[config.mk]
export PLATFORM = sky130hd
export DESIGN_NAME = uibi_arbiter
export DESIGN_NICKNAME = d
export VERILOG_FILES = /design/src/rtl/uibi_arbiter.sv
export SDC_FILE = /design/constraint.sdc
export NUM_CORES = 1
export LEC_CHECK = 0
export BUFFER_PORTS_ARGS = -buffer_cell sky130_fd_sc_hd__buf_4
export CAP_MARGIN = 10
export CORE_AREA = 2 2 279 281
export CTS_CLUSTER_DIAMETER = 120
export CTS_CLUSTER_SIZE = 10
export DETAILED_ROUTE_END_ITERATION = 12
export DIE_AREA = 0 0 281 283
export PLACE_DENSITY_LB_ADDON = 0.1
export SETUP_SLACK_MARGIN = 0.3
export SYNTH_ARGS = -nofsm -noshare
export SYNTH_HDL_FRONTEND = slang
export SYNTH_SLANG_ARGS = --single-unit
[constraint.sdc]
create_clock -name clk -period 2.15 [get_ports clk]
set_input_delay 0.43 -clock clk [delete_from_list [all_inputs] [get_ports clk]]
set_output_delay 0.43 -clock clk [all_outputs]
set_load 0.03 [all_outputs]
[src/rtl/uibi_arbiter.sv]
// Round-robin NMASTER-to-NSLAVE bus arbiter with slave timeout and invalid-slave error reporting.
// Latency: slave_req one cycle after request, master_ready with slave_ready; masters wait while another is served.
module uibi_arbiter #(
  parameter int XLEN        = 32,
  parameter int SLAVE_WIDTH = 2,
  parameter int NMASTER     = 3,
  parameter int NSLAVE      = 4,
  parameter int TIMEOUT     = 16
) (
  input  logic                                            clk,
  input  logic                                            rst_n,
  input  logic [NMASTER-1:0]                              master_req,
  input  logic [NMASTER-1:0]                              master_wen,
  input  logic [NMASTER*3-1:0]                            master_mode,
  input  logic [NMASTER*SLAVE_WIDTH-1:0]                  master_num,
  input  logic [NMASTER*(XLEN-SLAVE_WIDTH)-1:0]           master_addr,
  output logic [NMASTER*XLEN-1:0]                         master_dat_i,
  input  logic [NMASTER*XLEN-1:0]                         master_dat_o,
  output logic [NMASTER-1:0]                              master_ready,
  output logic [NSLAVE-1:0]                               slave_req,
  output logic [NSLAVE-1:0]                               slave_wen,
  output logic [NSLAVE*3-1:0]                             slave_mode,
  output logic [NSLAVE*(XLEN-SLAVE_WIDTH)-1:0]            slave_addr,
  output logic [NSLAVE*XLEN-1:0]                          slave_dat_i,
  input  logic [NSLAVE*XLEN-1:0]                          slave_dat_o,
  input  logic [NSLAVE-1:0]                               slave_ready,
  output logic                                            bus_err,
  output logic [((NMASTER > 1) ? $clog2(NMASTER) : 1)-1:0] err_master
);

  localparam int AW = XLEN - SLAVE_WIDTH;
  localparam int GW = (NMASTER > 1) ? $clog2(NMASTER) : 1;
  localparam int CW = $clog2(TIMEOUT + 1);

  typedef enum logic {IDLE, BUSY} state_t;

  state_t                 state, state_nxt;
  logic [GW-1:0]          g, g_nxt, ptr, ptr_nxt;
  logic [CW-1:0]          cnt, cnt_nxt;
  logic                   err_set, found, done;
  logic                   sel_valid, sel_ready;
  logic [SLAVE_WIDTH-1:0] sel_num;
  logic [XLEN-1:0]        sel_rdat;

  always_comb begin
    state_nxt    = state;
    g_nxt        = g;
    ptr_nxt      = ptr;
    cnt_nxt      = cnt;
    err_set      = 1'b0;
    found        = 1'b0;
    done         = 1'b0;
    sel_ready    = 1'b0;
    sel_rdat     = '0;
    slave_req    = '0;
    slave_wen    = '0;
    slave_mode   = '0;
    slave_addr   = '0;
    slave_dat_i  = '0;
    master_ready = '0;
    master_dat_i = '0;
    sel_num      = master_num[g*SLAVE_WIDTH +: SLAVE_WIDTH];
    sel_valid    = (32'(sel_num) < 32'(NSLAVE));

    if (state == BUSY) begin
      for (int s = 0; s < NSLAVE; s++) begin
        if (sel_valid && (32'(sel_num) == s)) begin
          slave_req[s]                = 1'b1;
          slave_wen[s]                = master_wen[g];
          slave_mode[s*3 +: 3]        = master_mode[g*3 +: 3];
          slave_addr[s*AW +: AW]      = master_addr[g*AW +: AW];
          slave_dat_i[s*XLEN +: XLEN] = master_dat_o[g*XLEN +: XLEN];
          sel_ready                   = slave_ready[s];
          sel_rdat                    = slave_dat_o[s*XLEN +: XLEN];
        end
      end
      // A ready in the last wait cycle still counts as a normal completion.
      done    = !sel_valid || sel_ready || (32'(cnt) == 32'(TIMEOUT - 1));
      err_set = done && !sel_ready;
      for (int m = 0; m < NMASTER; m++) begin
        if (32'(g) == m) begin
          master_ready[m]              = done;
          master_dat_i[m*XLEN +: XLEN] = sel_ready ? sel_rdat : '0;
        end
      end
      if (done) begin
        state_nxt = IDLE;
        ptr_nxt   = (32'(g) == 32'(NMASTER - 1)) ? '0 : g + 1'b1;
      end else begin
        cnt_nxt = cnt + 1'b1;
      end
    end else begin
      for (int i = 0; i < NMASTER; i++) begin
        if (!found && master_req[(32'(ptr) + i) % NMASTER]) begin
          found = 1'b1;
          g_nxt = GW'((32'(ptr) + i) % NMASTER);
        end
      end
      if (found) begin
        state_nxt = BUSY;
        cnt_nxt   = '0;
      end
    end
  end

  always_ff @(posedge clk or negedge rst_n) begin
    if (!rst_n) begin
      state      <= IDLE;
      g          <= '0;
      ptr        <= '0;
      cnt        <= '0;
      bus_err    <= 1'b0;
      err_master <= '0;
    end else begin
      state <= state_nxt;
      g     <= g_nxt;
      ptr   <= ptr_nxt;
      cnt   <= cnt_nxt;
      if (err_set) begin
        bus_err    <= 1'b1;
        err_master <= g;
      end
    end
  end

endmodule

# After elaboration in Yosys (flattened, before gate mapping)
# Index checks and enable logic that the tools add are counted.
[op_classes] mux=68 mul=2 shifts=4 n_addsub=4 n_lt_le_gt_ge=4 n_div=3 reduce_logical=14 bitwise_logic=1 n_eq_ne=7
[ops] operator="$mux W32" n=12
[ops] operator="$mux W128" n=1
[ops] operator="$mux W120" n=1
[ops] operator="$mux W30" n=4
[ops] operator="$lt A32 B3 Y1 const B" n=3
[ops] operator="$mux W96" n=1
[ops] operator="$shiftx A96 B8 Y32" n=1
[ops] operator="$shiftx A90 B8 Y30" n=1
[ops] operator="$mod A32 B2 Y32 const B" n=2
[ops] operator="$mod A2 B2 Y32 const B" n=1
[ops] operator="$mux W1" n=30
[ops] operator="$mux W3" n=5
[ops] operator="$mux W5" n=3
[ops] operator="$mux W12" n=1
[ops] operator="$shiftx A9 B5 Y3" n=1
[ops] operator="$bmux W1 S2" n=4
[ops] operator="$mux W2" n=4
[ops] operator="$mux W4" n=2
[ops] operator="$eq A2 B2 Y1 const B" n=3
[ops] operator="$mul A2 B4 Y6 const B" n=1
[ops] operator="$reduce_and A2 Y1" n=3
[ops] operator="$shiftx A6 B4 Y2" n=1
[ops] operator="$add A5 B1 Y5 const B" n=1
[ops] operator="$eq A5 B4 Y1 const B" n=1
[ops] operator="14 further kinds" n=20
[word_totals] ramBits=0 latch_bits=0 output_inout_bits=370 n_memories=0 romBits=0 regBits=13

# Longest topological paths before layout
# Gate-level depths: netlist of run 1.
[logic_depth] ltp_word=15 ltp_mapped=9 mapped_depth_nobuf=7

# Worst setup path before layout of run 1
# No wires, ideal clock.
[synth_timing] kind="reg2out" start="register g[1]" end="output master_ready[2]" path_buffers=1 path_slack_ns=-0.830 t_arrival_ns=2.550 stages_incl_launch_ff=7 path_cell_list="dfrtp_1 buf_2 nand2b_1 mux2_2 a211oi_2 nor3_1 nor4b_1"
[synth_between] elab_chain_len=10
[synth_lines] element="start, declared" line_no="38" rtl="logic [GW-1:0] g, g_nxt, ptr, ptr_nxt;"
[synth_lines] element="start signal, assigned" line_no="116" rtl="g <= g_nxt;"
[synth_lines] element="$shiftx A6 B4 Y2" line_no="62" rtl="sel_num = master_num[g*SLAVE_WIDTH +: SLAVE_WIDTH];"
[synth_lines] element="$logic_not A2 Y1" line_no="67" rtl="if (sel_valid && (32'(sel_num) == s)) begin"
[synth_lines] element="$mux W1 (4 in series)" line_no="67"
[synth_lines] element="$mux W1" line_no="65" rtl="if (state == BUSY) begin"
[synth_lines] element="$logic_or A1 B1 Y1" line_no="78" rtl="done = !sel_valid || sel_ready || (32'(cnt) == 32'(TIMEOUT - 1));"
[synth_lines] element="$mux W1 (*)" line_no="81" rtl="if (32'(g) == m) begin"
[synth_lines] element="$mux W3 (*)" line_no="65"
[synth_lines] element="end, declared" line_no="19" rtl="output logic [NMASTER-1:0] master_ready,"
# Mark *: on every way between the ends. The rest lies on a longest branch, timed or not. The select of a mux whose other input is x is not followed.

# Worst setup path after layout of run 1
[layout_timing] start="register g[1]" end="output slave_dat_i[40]"
[layout_between] elab_chain_len=4
[layout_lines] element="parallel branches: the longest is 2 deep, another holds $shiftx A96 B8 Y32"
[layout_lines] element="$mux W32 (*)" line_no="67"
[layout_lines] element="$mux W128 (*)" line_no="65"
[layout_lines] element="end, declared" line_no="24" rtl="output logic [NSLAVE*XLEN-1:0] slave_dat_i,"
# Every way passes the cells marked *.

==> results.toml, run 1 <==
[synth]
synth_area_leader_cell = "nor2_1"
ys_ff_latch = 13
syn-num-nets = 1205
synth_most_common_cell = "nor2_1"
synth_cells = 858
synth_top_family_by_area = "multiplexers"
synth_top_area_frac = 0.321
synth.cell_area_sq_um = 5030
yosys.area_share.simple = 0.359
synthTopCellsByArea = "nor2_1, mux2i_1, mux2_2, a21oi_1, dfrtp_1"
synthFlopType = "dfrtp_1"
synth-adder-area-share = 0.0149
synth.area.mux_share = 0.362
ys_seq_area_frac = 0.0646
ys_types = 47
synth-xor-area-share = 0
synth_edf_count = 0
synth_async_sr_flop_share = 1.00
avgSynthCellArea_sq_um = 5.87
ys_warn_count = 0
synth_common_cells = "nor2_1, mux2i_1, a21oi_1"
synth_compound_area_frac = 0.125

[timing]
finalWorstSetupSlack_ns = -0.764
slew_headroom = 0.698
drv_slew = 0
finalCriticalPeriod_ns = 2.91
max_freq_mhz = 343
finalSetupViolations = 370
finalHoldViolations = 0
finalCritPeriodShare = 1.36
grt_setup_unrepaired = "yes"
worst_pin_slew_ns = 0.448
fin_worst_skew_ns = 0.00575

[setup_path]
cp-end-kind = "output pin"
arrival_ns = 2.48
worst-path-stages = 8
start_kind = "flip-flop"
critPathTopFamily = "buffers and inverters"
cpMaxStageDelayCell = "dfrtp_4"
crit_type = "reg -> out"
cp.required_ns = 1.72
reg2regPathDepth = 8
worstPathCellList = "mux2i_4, mux2_4, buf_6, or3_4, buf_12, buf_12, nor2_4, buf_6"
cp_max_fo = 7
max_stage_delay_ns = 0.54
crit_buf_inv = 4

[power]
combPwrFrac = 0.971
clkPwrFrac = 0.013
p_leak_nw = 7.89
power.density_nw_per_um2 = 1470
power_switching_w = 0.0153
intPower_w = 0.0121
swShare = 0.557
p_total_w = 0.0274
seq_power_share = 0.016
peakVddDrop_mv = 0.520

[cts]
cts_htree_levels = 1
clk_pin_slew_ns = 0.05
cts_buffers = 3
cts_tree = "built"
cts_root_buffer = "clkbuf_16"
cts_buffer_depth = 2
insertion_delay_ns = 0.24
clock-sinks = 13

[routing]
wire_per_inst_um = 20.9
drc = 0
ant_nets = 0
drtPass1Iterations = 4
initialDrtViolationCount = 185
viasPerCell = 3.47
finalWirelength_um = 57900
vias = 9609

[placement]
post_dp_cell_area_sq_um = 15500
dp.final_hpwl_um = 46200
dp_cells = 2715
io_buffers = 710
pre_cts_slack_ns = -0.722
gp_congestion = 0.791

[floorplan]
die_y_um = 283
chipWidth_um = 281
core_area_sq_um = 76700
initial_core_util = 0.0656
io_pins = 711
rows = 102
die_area_sq_um = 79500

[grt]
grt_max_degree = 44
grt-ovfl-total = 0
grt_first_pass_wirelength_um = 78100
grt_use_total = 0.135
grt_antenna_before_repair = 4
grt_pass1_vias = 10100

[run_status]
status = "complete, but fails checks"
violations = "negative setup slack"

[flow_run]
cap_viol_max_count = 0

[final_layout]
finalCoreUtilization = 0.243
n_fill_cell = 8455
fin_nets = 2076
drive_gt1_frac = 0.796
area_delta_synth_final_pct = 270
final_cells = 2769
fin_area_sq_um = 18600

[hold_path]
hold_class = "in -> async"
per-layer routing:
| layer | track usage | wire length (um) | part of all wire |
|---|---|---|---|
| met5 | 0 | 36 | 0.00062 |
| met4 | 0.0107 | 620 | 0.011 |
| met3 | 0.0336 | 4210 | 0.073 |
| met1 | 0.144 | 21100 | 0.36 |
| met2 | 0.271 | 32000 | 0.55 |
cell type report:
type,count,area [sq um],share of cell area
antenna,1,2.50,0.000134
multi-input combinational,753,7320,0.393
sequential,13,333,0.0179
inverter,14,62.6,0.00336
clock buffer,4,78.8,0.00423
timing repair buffer,944,9530,0.512
tap,1040,1300,0.0699
layout by cell type (no fill, tap or decap), drive strengths merged, types with 2 or more instances in the layout:
master	instances
a211oi	4
a21oi	70
and3	2
and3b	2
buf	938
clkbuf	10
clkinv	2
dfrtp	13
ha	6
inv	12
mux2	36
mux2i	141
nand2	7
nand2b	5
nand3	5
nor2	431
nor3	3
o2111ai	2
o211ai	2
o21ai	11
o22ai	2
o2bb2ai	2
or3	2
per-stage QoR:
| stage | TNS (ns) | hold slack, ns |
|---|---|---|
| 2_1_floorplan | -75.26 | 0.134 |
| 3_3_place_gp | -150.24 | 0.310 |
| 3_5_place_dp | -160.55 | 0.308 |
| 4_1_cts | -258.71 | 0.0478 |
| 5_1_grt | -286.36 | 0.0512 |
| 6_report | -251.38 | 0.0422 |
registers in the layout, summed over array words and instances (netlist names):
| register | count |
|---|---|
| g | 2 |
| cnt | 5 |
| ptr | 2 |
| state | 1 |
| bus_err | 1 |
| err_master | 2 |
power by group through the flow:
stage          sequential (W)  clock [W]  combinational (W)
2_1_floorplan        0.000372          0             0.0132
4_1_cts              0.000442   0.000375             0.0248
5_1_grt              0.000447   0.000386             0.0280
3_5_place_dp         0.000444          0             0.0222
6_report             0.000432   0.000361             0.0266
3_3_place_gp         0.000438          0             0.0223
cell families after synthesis:
logic type / count (synthesis)
AO/OA/AOI/OAI: 107
buffers and inverters: 92
AND/OR/NAND/NOR: 463
adder cells (fa/ha/maj): 6
flip-flops: 13
multiplexers: 177
worst paths after layout:
kind,from,slack [ns],to
hold / removal,rst_n,0.04,cnt[2]
setup reg to reg,g[1],-0.17,err_master[0]
min in group clk,cnt[3],0.48,cnt[3]
hold reg to reg,cnt[3],0.48,cnt[3]
max in group asynchronous,rst_n,1.90,g[0]
setup / recovery,g[1],-0.76,slave_dat_i[40]
repair_timing:
action | 4_1_cts | 5_1_grt
endpoints found under the setup margin | 380 | 380
setup buffers | 17 | 11
gates resized for setup | 209 | 352
hold buffers | 0 | 0
pin swaps | 17 | 60
cloned | 15 | 6
(Power assumes the default switching activity.)
==> run 2, diff against run 1 <==
--- a/config.mk
+++ b/config.mk
@@ -5,13 +5,13 @@
 export SDC_FILE = /design/constraint.sdc
 export NUM_CORES = 1
 export LEC_CHECK = 0
-export BUFFER_PORTS_ARGS = -buffer_cell sky130_fd_sc_hd__buf_4
 export CAP_MARGIN = 10
 export CORE_AREA = 2 2 279 281
 export CTS_CLUSTER_DIAMETER = 120
 export CTS_CLUSTER_SIZE = 10
 export DETAILED_ROUTE_END_ITERATION = 12
 export DIE_AREA = 0 0 281 283
+export DONT_BUFFER_PORTS = 1
 export PLACE_DENSITY_LB_ADDON = 0.1
 export SETUP_SLACK_MARGIN = 0.3
 export SYNTH_ARGS = -nofsm -noshare
==> results.toml, run 2 (synthesized netlist as in run 1, its figures left out) <==
[run_status]
status = "complete, but fails checks"
violations = "negative setup slack"

[timing]
finalWorstSetupSlack_ns = -0.806
grt_setup_unrepaired = "yes"
finalCritPeriodShare = 1.37
finalHoldViolations = 0
drv_slew = 0
worst_pin_slew_ns = 0.736
fin_worst_skew_ns = 0.00359
slew_headroom = 0.508
max_freq_mhz = 338
finalSetupViolations = 376
finalCriticalPeriod_ns = 2.96

[final_layout]
layout_common_cells = "nor2_4, buf_6, mux2i_1"
area_delta_synth_final_pct = 205
layout_commonest_cell = "nor2_4"
fin_nets = 1562
largest_register = "cnt"
finalCoreUtilization = 0.200
n_fill_cell = 8435
final_cells = 2263
largest_register_ffs = 5
register_area_sq_um = 335
drive_gt1_frac = 0.769
multiInputGateArea_sq_um = 7840

[placement]
dp_cells = 2169
io_buffers = 0
gp_congestion = 0.789
dp.final_hpwl_um = 38400

[routing]
finalWirelength_um = 51400
drc = 0
viasPerCell = 3.49
wire_per_inst_um = 22.7
vias = 7903
initialDrtViolationCount = 204
ant_nets = 0
drtPass1Iterations = 4

[floorplan]
die_y_um = 283
die_area_sq_um = 79500
rows = 102
io_pins = 711
chipWidth_um = 281
initial_core_util = 0.0656
core_area_sq_um = 76700

[setup_path]
cp_max_fo = 8
crit_type = "reg -> out"
arrival_ns = 2.53
start_kind = "flip-flop"
cp-end-kind = "output pin"
cp.required_ns = 1.72

[power]
peakVddDrop_mv = 0.601
p_leak_nw = 5.41
power.density_nw_per_um2 = 1760

[grt]
grt-ovfl-total = 0
grt_max_degree = 43
grt_use_met2 = 0.223
grt_pass1_vias = 7895
grt_antenna_before_repair = 9
grt_util_met1 = 0.110
grt_first_pass_wirelength_um = 61800
met3_usage = 0.0204
grt_use_total = 0.108
busiest_layer = "met2"

[hold_path]
hold_class = "reg -> reg"

[cts]
cts_root_buffer = "clkbuf_16"
cts_buffers = 3
clk_pin_slew_ns = 0.05
clock-sinks = 13
cts_htree_levels = 1
cts_tree = "built"
cts_buffer_depth = 2
insertion_delay_ns = 0.24

[flow_run]
cap_viol_max_count = 0
==> run 2: cell count changes in the layout (fill, tap and decap cells not counted), sizes merged <==
cell / change
diode: +8
clkbuf: +12
clkinv: -1
inv: -2
bufbuf: +2
clkinvlp: +3
buf: -529
dlygate4sd3: +1
==> run 2: final cells by class <==
type,instances,share of cell area
multi-input cells,753,0.512
repair buffers,430,0.370
inverters,14,0.00465
diodes,9,0.00147
well taps,1040,0.0849
clock buffers,4,0.00514
flip-flops and latches,13,0.0219
==> run 2: path summary, 6_finish.rpt <==
check | from | end | slack [ns] | cells past startpoint
min reg2reg | cnt[3] | cnt[3] | 0.46 | 1
max reg2reg | g[1] | err_master[1] | -0.37 | 11
max in group asynchronous | rst_n | g[1] | 0.91 | 1
min | cnt[3] | cnt[3] | 0.46 | 1
min in group asynchronous | rst_n | err_master[1] | 0.69 | 1
max | g[1] | master_dat_i[72] | -0.81 | 10
==> run 2: power breakdown <==
part           internal (W)  switching [W]  total [W]
sequential         0.000336       0.000114   0.000450
clock              0.000251       0.000110   0.000361
combinational        0.0108         0.0153     0.0261
==> run 2: repair_timing <==
action | 4_1_cts | 5_1_grt
hold endpoints to repair | 13 | 0
setup buffers | 26 | 24
setup endpoints to repair | 380 | 380
pin swaps | 47 | 143
hold buffers | 1 | 0
resized for setup | 144 | 451
cloned | 8 | 22
==> run 2: metal layers <==
metal / wire length [um] / part of all wire
met5: 10 / 0.00019
met2: 29900 / 0.58
met4: 835 / 0.016
met1: 17300 / 0.34
met3: 3290 / 0.064
==> run 2: per-stage QoR <==
| step | cell area, sq um | worst slack, ns | setup TNS [ns] | total power (W) | hold slack [ns] |
|---|---|---|---|---|---|
| after floorplan | 7550 | -0.456 | -75.26 | 0.0135 | 0.134 |
| after global placement | 11500 | -0.708 | -159.24 | 0.0209 | 0.135 |
| after detailed placement | 11500 | -0.774 | -171.85 | 0.0207 | 0.135 |
| after CTS | 12800 | -0.788 | -251.54 | 0.0233 | 0.474 |
| after global routing | 15300 | -0.888 | -283.43 | 0.0283 | 0.504 |
| final | 15300 | -0.806 | -246.35 | 0.0270 | 0.463 |
==> run 2: critical path, cell delays in order, from the launching register on <==
cell and delay (ns):
dfrtp_4 0.54, mux2i_4 0.22, buf_6 0.14, mux2i_4 0.18, a211oi_4 0.24, buf_12 0.16
o2111ai_4 0.12, buf_12 0.17, buf_12 0.14, buf_12 0.16, nor2_4 0.19
==> run 3, diff against run 2 <==
--- a/config.mk
+++ b/config.mk
@@ -12,6 +12,7 @@
 export DETAILED_ROUTE_END_ITERATION = 12
 export DIE_AREA = 0 0 281 283
 export DONT_BUFFER_PORTS = 1
+export GPL_TIMING_DRIVEN = 0
 export PLACE_DENSITY_LB_ADDON = 0.1
 export SETUP_SLACK_MARGIN = 0.3
 export SYNTH_ARGS = -nofsm -noshare
==> results.toml, run 3 (synthesized netlist as in run 1, its figures left out) <==
[timing]
finalHoldViolations = 0
finalSetupViolations = 380
grt_setup_unrepaired = "yes"
fin_worst_skew_ns = 0.00354
max_freq_mhz = 335
whs_ns = 0.466
finalWorstSetupSlack_ns = -0.833
finalCritPeriodShare = 1.39
finalCriticalPeriod_ns = 2.98
slew_headroom = 0.537
worst_pin_slew_ns = 0.695
drv_slew = 0

[final_layout]
fin_area_sq_um = 11500
finalCoreUtilization = 0.149
largest_register = "cnt"
fin_nets = 1264
final_cells = 1968
layout_common_cells = "nor2_4, mux2i_1, nor2_1"
drive_gt1_frac = 0.679
largest_register_ffs = 5
layout_commonest_cell = "nor2_4"
area_delta_synth_final_pct = 128
n_fill_cell = 8624

[setup_path]
crit_type = "reg -> out"
arrival_ns = 2.55
r2r_slack_ns = -0.38
cp-end-kind = "output pin"
cp_max_fo = 10
cp.required_ns = 1.72
reg2regPathDepth = 10
start_kind = "flip-flop"
r2r_end = "err_master[0]"
r2r-start = "g[1]"

[grt]
grt_first_pass_wirelength_um = 65800
grt_pass1_vias = 7255
grt_antenna_before_repair = 14
grt_use_total = 0.119
grt-ovfl-total = 0
grt_max_degree = 14

[cts]
insertion_delay_ns = 0.24
cts_tree = "built"
cts_buffer_depth = 2
clock-sinks = 13
cts_buffers = 3
clk_pin_slew_ns = 0.05
cts_htree_levels = 1
cts_root_buffer = "clkbuf_16"

[floorplan]
io_pins = 711
initial_core_util = 0.0656
core_area_sq_um = 76700
die_area_sq_um = 79500
chipWidth_um = 281
die_y_um = 283
rows = 102

[placement]
gp_congestion = 0.801
dp_cells = 1899
post_dp_cell_area_sq_um = 8870
io_buffers = 0
dp.final_hpwl_um = 41800

[routing]
viasPerCell = 3.49
ant_nets = 0
drtPass1Iterations = 4
vias = 6869
finalWirelength_um = 51200
initialDrtViolationCount = 187
drc = 0
wire_per_inst_um = 26.0

[hold_path]
hold_end = "cnt[3]"
hold_depth = 1
worstHoldStart = "cnt[3]"
hold_class = "reg -> reg"

[power]
peakVddDrop_mv = 0.588
p_leak_nw = 3.28
power.density_nw_per_um2 = 1890

[flow_run]
cap_viol_max_count = 0

[run_status]
status = "complete, but fails checks"
violations = "negative setup slack"
==> run 3: cell type report <==
cell class                 count  area (sq um)  area share
tap                         1040          1300       0.114
inverter                      14          63.8     0.00557
buffer                        78          1190       0.104
multi-input combinational    753          7790       0.680
clock buffer                   4          78.8     0.00688
sequential                    13           325      0.0284
timing repair buffer          54           674      0.0589
antenna                       12          30.0     0.00262
==> run 3: worst max-delay path by stage <==
| stage | slack, ns | depth (start not counted) | startpoint | end |
|---|---|---|---|---|
| after floorplan | -0.46 | 7 | g[1] | master_dat_i[62] |
| after global placement | -2.24 | 7 | g[0] | slave_addr[24] |
| after detailed placement | -2.26 | 7 | g[0] | slave_addr[24] |
| after CTS | -0.90 | 7 | g[1] | master_ready[2] |
| after global routing | -0.97 | 7 | g[1] | master_ready[2] |
| final | -0.83 | 11 | g[1] | master_dat_i[6] |
==> run 3: layer usage <==
metal  up-vias  track usage  wire length [um]
met5         -            0                10
met4         2       0.0405              2000
met3        62       0.0205              3070
met2       454        0.237             28000
met1      3339        0.123             18100
li1       3012            -                 -
==> run 3: what timing repair did <==
| item | 4_1_cts | 5_1_grt |
|---|---|---|
| endpoints found under the hold margin | 13 | 0 |
| pin swaps | 45 | 51 |
| setup endpoints to repair | 380 | 380 |
| hold buffers | 1 | 0 |
| cloned | 5 | 2 |
| setup buffers | 34 | 11 |
| gates resized for setup | 405 | 29 |
==> run 3: through the flow <==
stage	total power, W	setup slack [ns]	setup TNS (ns)
5_1_grt	0.0227	-0.971	-308.77
6_report	0.0217	-0.833	-262.73
3_5_place_dp	0.0175	-2.26	-453.30
3_3_place_gp	0.0175	-2.24	-451.97
4_1_cts	0.0218	-0.900	-293.39
2_1_floorplan	0.0135	-0.456	-75.26
==> run 3: critical path, cell delays in order, from the launching register on <==
cell       delay (ns)
dfrtp_1          0.39
buf_8            0.15
mux2i_4          0.21
buf_4            0.16
mux2i_4          0.18
a211oi_4         0.25
buf_4            0.17
buf_4            0.11
o21ai_4          0.05
buf_12           0.17
clkbuf_16        0.21
nor2_4           0.22
==> run 3: where the power goes <==
group	switching, W	internal [W]
Sequential	0.0000747	0.000322
Combinational	0.0147	0.00624
Clock	0.000103	0.000250
Total	0.0149	0.00681
